==> src/rtl/clk_div_ctrl.sv <==
// Programmable clock divider with start/stop control and a ratio handshake.
// Define CLK_DIV_CTRL_ERRCHK_EN to reject ratios below 2 with an err pulse instead of clamping them.
module clk_div_ctrl #(
    parameter int unsigned      WIDTH   = 32,
    parameter logic [WIDTH-1:0] DEF_DIV = WIDTH'(10_000_000)
) (
    input  logic             clk,
    input  logic             rst_n,
    input  logic             start,
    input  logic             stop,
    input  logic [WIDTH-1:0] cfg_div,
    input  logic             cfg_valid,
    output logic             cfg_ready,
    output logic             clk_out,
    output logic             tick,
    output logic             busy,
    output logic             err
);

    typedef enum logic [1:0] {IDLE, RUN, PEND, STOPW} state_t;

    state_t           state_q, state_d;
    logic [WIDTH-1:0] cnt_q, cnt_d;
    logic [WIDTH-1:0] div_q, div_d;
    logic [WIDTH-1:0] pend_q, pend_d;
    logic             pend_vld_q, pend_vld_d;
    logic             clk_out_q, clk_out_d;
    logic             tick_q, tick_d;
    logic             xfer, store, at_end;
    logic [WIDTH-1:0] cfg_val, cnt_inc;

    assign cfg_ready = (state_q == IDLE) || (state_q == RUN);
    assign busy      = (state_q != IDLE);
    assign clk_out   = clk_out_q;
    assign tick      = tick_q;
    assign xfer      = cfg_valid && cfg_ready;
    assign at_end    = (cnt_q == div_q - WIDTH'(1));
    assign cnt_inc   = at_end ? '0 : cnt_q + WIDTH'(1);

`ifdef CLK_DIV_CTRL_ERRCHK_EN
    logic err_q;

    assign cfg_val = cfg_div;
    assign store   = xfer && (cfg_div >= WIDTH'(2));
    assign err     = err_q;

    always_ff @(posedge clk or negedge rst_n) begin
        if (!rst_n) err_q <= 1'b0;
        else        err_q <= xfer && (cfg_div < WIDTH'(2));
    end
`else
    assign cfg_val = (cfg_div < WIDTH'(2)) ? WIDTH'(2) : cfg_div;
    assign store   = xfer;
    assign err     = 1'b0;
`endif

    always_comb begin
        state_d    = state_q;
        cnt_d      = cnt_q;
        div_d      = div_q;
        pend_d     = pend_q;
        pend_vld_d = pend_vld_q;
        unique case (state_q)
            IDLE: begin
                cnt_d = '0;
                if (store) div_d = cfg_val;
                if (start && !stop) state_d = RUN;
            end
            RUN: begin
                cnt_d = cnt_inc;
                if (store) begin
                    pend_d     = cfg_val;
                    pend_vld_d = 1'b1;
                end
                if (stop)       state_d = STOPW;
                else if (store) state_d = PEND;
            end
            PEND: begin
                cnt_d = cnt_inc;
                if (stop) begin
                    state_d = STOPW;
                end else if (at_end) begin
                    div_d      = pend_q;
                    pend_vld_d = 1'b0;
                    state_d    = RUN;
                end
            end
            STOPW: begin
                cnt_d = cnt_inc;
                if (at_end) begin
                    state_d = IDLE;
                    cnt_d   = '0;
                    if (pend_vld_q) begin
                        div_d      = pend_q;
                        pend_vld_d = 1'b0;
                    end
                end
            end
            default: state_d = IDLE;
        endcase
        // Outputs are computed from next-state values so the flops line up with cnt_q.
        clk_out_d = (state_d != IDLE) && (cnt_d >= (div_d >> 1));
        tick_d    = (state_d != IDLE) && (cnt_d == div_d - WIDTH'(1));
    end

    always_ff @(posedge clk or negedge rst_n) begin
        if (!rst_n) begin
            state_q    <= IDLE;
            cnt_q      <= '0;
            div_q      <= DEF_DIV;
            pend_q     <= '0;
            pend_vld_q <= 1'b0;
            clk_out_q  <= 1'b0;
            tick_q     <= 1'b0;
        end else begin
            state_q    <= state_d;
            cnt_q      <= cnt_d;
            div_q      <= div_d;
            pend_q     <= pend_d;
            pend_vld_q <= pend_vld_d;
            clk_out_q  <= clk_out_d;
            tick_q     <= tick_d;
        end
    end

endmodule
==> config.mk <==
export PLATFORM = sky130hd
export DESIGN_NAME = clk_div_ctrl
export DESIGN_NICKNAME = d
export VERILOG_FILES = /design/src/rtl/clk_div_ctrl.sv
export SDC_FILE = /design/constraint.sdc
export NUM_CORES = 1
export LEC_CHECK = 0
export CAP_MARGIN = 20
export CORE_UTILIZATION = 45
export DETAILED_ROUTE_END_ITERATION = 10
export PLACE_DENSITY = 0.59
export SYNTH_ARGS = -nofsm -noshare
export SYNTH_HDL_FRONTEND = slang
export SYNTH_SLANG_ARGS = --single-unit
==> constraint.sdc <==
create_clock -name clk -period 15.99 [get_ports clk]
set_input_delay 2.3985 -clock clk [delete_from_list [all_inputs] [get_ports clk]]
set_output_delay 2.3985 -clock clk [all_outputs]
set_load 0.01 [all_outputs]
==> impl_metrics.py <==
metrics = {
    "placed_design": {
        "port_buffers": 40,
        "place_hpwl_um": 23300,
        "place.gp.congestion": 0.960,
        "dp_cells": 1312,
        "pre_cts_slack_ns": 8.21,
    },
    "timing": {
        "clock.fmax_ghz": 0.132,
        "finalCritPeriodShare_pct": 47.2,
        "drv_slew": 0,
        "setup_viol": 0,
        "hold_viol": 0,
        "fin_crit_ns": 7.55,
        "fin_tns_setup_ns": 0,
        "fin_skew_ns": 0.00895,
        "setup_slack_ns": 8.44,
        "max_slew.worst_pin.slew_ns": 1.04,
        "rsz0062_at_grt": "false",
        "max_slew_margin_pct": 30.6,
    },
    "grt": {
        "grt_max_degree": 57,
        "grt_use_total_pct": 30.3,
        "grt_antenna_before_repair": 0,
        "grt_pass1_wl_um": 46300,
        "grt_pass1_vias": 7872,
        "overflow": 0,
    },
    "floorplanning": {
        "coreArea_um2": 19500,
        "rows": 51,
        "die_area_um2": 20400,
        "start_util_pct": 45.8,
        "die_h_um": 143,
        "ios": 42,
        "die_w_um": 143,
    },
    "hold_path": {
        "hold_class": "flop to flop",
    },
    "clocking": {
        "clkTransAtPathRegs_ns": 0.07,
        "cts_buffer_depth": 2,
        "cts_setup_buffers": 0,
        "cts_buffers": 9,
        "ctsRootBufferMaster": "clkbuf_16",
        "cts.repair.resized": 0,
        "clkLatencyLatePin_ns": 0.36,
        "cts-hold-fix-buffers": 0,
        "cts_tree": "built",
        "clock-sinks": 101,
        "htree_levels": 3,
    },
    "power": {
        "power_per_cell_area_nw_per_um2": 190,
        "seqPwrFrac_pct": 24.5,
        "combPwrFrac_pct": 62.4,
        "clkPwrFrac_pct": 13.1,
        "power.total_uw": 1880,
        "swShare_pct": 50.8,
        "internal-power_uw": 924,
        "power_switching_uw": 953,
        "vdd_drop_max_mv": 0.0627,
        "leakage_uw": 0.00404,
    },
    "worst_setup_path": {
        "cp-end-kind": "flop",
        "cp_cell_sequence": "clkdlybuf4s50_1 -> nor4_1 -> nand4_1 -> o21ai_0 -> nand2_1 -> a21oi_1 -> nor2_1 -> a41oi_1 -> nor3b_1 -> nor3b_1 -> nand3_1 -> or4_4 -> or2_1 -> or4_1 -> a311o_1 -> nor4_1",
        "critPathKind": "input pin to flop",
        "startpoint_type": "input pin",
        "crit_fanout": 13,
        "required_ns": 16.23,
        "crit_arrival_ns": 7.79,
        "slowest_delay_ns": 0.60,
        "crit_path_top_delay_cell": "or4_4",
    },
    "logic_synthesis": {
        "synthFlopType": "dfrtp_1",
        "synth.area.top_cells": "dfrtp_1 26%, xnor2_1 6.0%, ha_1 5.3%, mux2_2 4.9%, xor2_1 4.4%",
        "seq_area_frac_synth_pct": 28.5,
        "syn_avg_cell_area_um2": 8.51,
        "synthTopCellsByCount": "93 x dfrtp_1, 93 x nor2_1, 76 x nand2_1",
        "ys_types": 93,
        "yosysTopAreaCell": "dfrtp_1",
        "syn_area_um2": 8910,
        "synth-seq-cells": 101,
        "synth_edf_count": 0,
        "ys_warn_count": 0,
        "synth_top_area_share_pct": 26.1,
        "syn-num-nets": 1123,
        "syn-instance-count": 1048,
        "async_flop_share_pct": 100,
    },
    "cells_and_area": {
        "syn2layout_area_growth_pct": 10.7,
        "fin_util_pct": 50.7,
        "fin_cells": 1328,
        "drive_above_1_share_pct": 11.4,
        "diodes": 0,
        "fin_nets": 1133,
    },
    "detailed_routing": {
        "drt_wl_total_um": 29700,
        "num_vias": 8374,
        "drc": 0,
        "ant_nets": 0,
        "wl_per_cell_um": 22.4,
        "first_pass_iters": 6,
        "drt_iter0_markers": 846,
        "vias_per_cell": 6.31,
    },
    "status": {
        "run_status": "complete, no violations",
    },
    "job": {
        "maxCapViolCount": 0,
    },
}
## cells by family (layout without fill, tap and decap cells)
logic type      Yosys count  count (layout)  share of synthesized area [%]
buf+inv                 117             132                           5.24
flops                   101             101                           28.5
mux                      55              55                           6.72
fa+ha+maj                38              38                           5.33
other cells               1               1                         0.0421
simple gates            404             404                           25.3
xor+xnor                106             106                           10.4
compound gates          226             226                           18.5
## layout make-up
cell class	instances	area, um^2
fillers	1856	9600
well taps	265	332
clock inverters	5	82.6
clock buffers	11	243
flip-flops and latches	101	2540
multi-input cells	830	5930
inverters	59	221
repair buffers	57	526
## worst max-delay path, delay by kind of cell
kind                   cells  cell delay [ns]
buffers and inverters      1             0.53
AO/OA/AOI/OAI              4             0.99
AND/OR/NAND/NOR           11             3.87
## flip-flops by register name, indices dropped and copies added, names as in the netlist
| name | cells |
|---|---|
| clk_out | 1 |
| cnt_q | 32 |
| div_q | 32 |
| pend_q | 32 |
| pend_vld_q | 1 |
| state_q | 2 |
| tick | 1 |
## path summary, 6_finish.rpt
path                                              from                endpoint  slack [ns]  depth (start not counted)
worst max-delay path                        cfg_div[9]          tick$_DFF_PN0_        8.44                         16
worst min-delay path            pend_q[15]$_DFFE_PN0P_  pend_q[15]$_DFFE_PN0P_        0.51                          1
worst max register to register      div_q[0]$_DFF_PN0_          tick$_DFF_PN0_        8.72                         17
worst min register to register  pend_q[15]$_DFFE_PN0P_  pend_q[15]$_DFFE_PN0P_        0.51                          1
max in group asynchronous                        rst_n     div_q[26]$_DFF_PN0_       12.73                          2
min in group asynchronous                        rst_n   pend_q[3]$_DFFE_PN0P_        2.05                          1
## layout by cell type, fill, tap and decap left out, types with 14 or more instances in the layout
cell,count
nor2_1,93
dfrtp_1,93
nand2_1,76
xnor2_1,61
inv_1,56
a21oi_1,55
xor2_1,45
mux2_2,39
clkdlybuf4s50_1,39
ha_1,38
nor3_1,34
nand4_1,30
nand3_1,29
o21ai_0,26
nor4_1,24
a21o_1,18
buf_4,18
mux2i_1,16
or4_1,14
nor2b_1,14
## metrics by stage
stage / instance area, um^2 / hold WS, ns
after floorplan: 8910 / 0.470
after global placement: 9540 / 0.480
after detailed placement: 9540 / 0.487
after CTS: 9870 / 0.505
after global routing: 9870 / 0.522
final: 9870 / 0.510
## per-layer routing
| layer | up-vias | global-route usage (%) | part of all wire [%] |
|---|---|---|---|
| met5 | - | 0 | 0 |
| met3 | 53 | 3.55 | 7.3 |
| met4 | 0 | 9.62 | 2.7 |
| met1 | 4077 | 43.9 | 46 |
| li1 | 3888 | - | - |
| met2 | 356 | 46.7 | 44 |
## power by group through the flow
stage,clock [uW],combinational [uW],sequential [uW]
finish,246,1170,460
global route,261,1270,469
CTS,249,1150,454
detailed placement,0,1140,457
global placement,0,1140,459
floorplan,0,871,382
(Power assumes the default switching activity.)
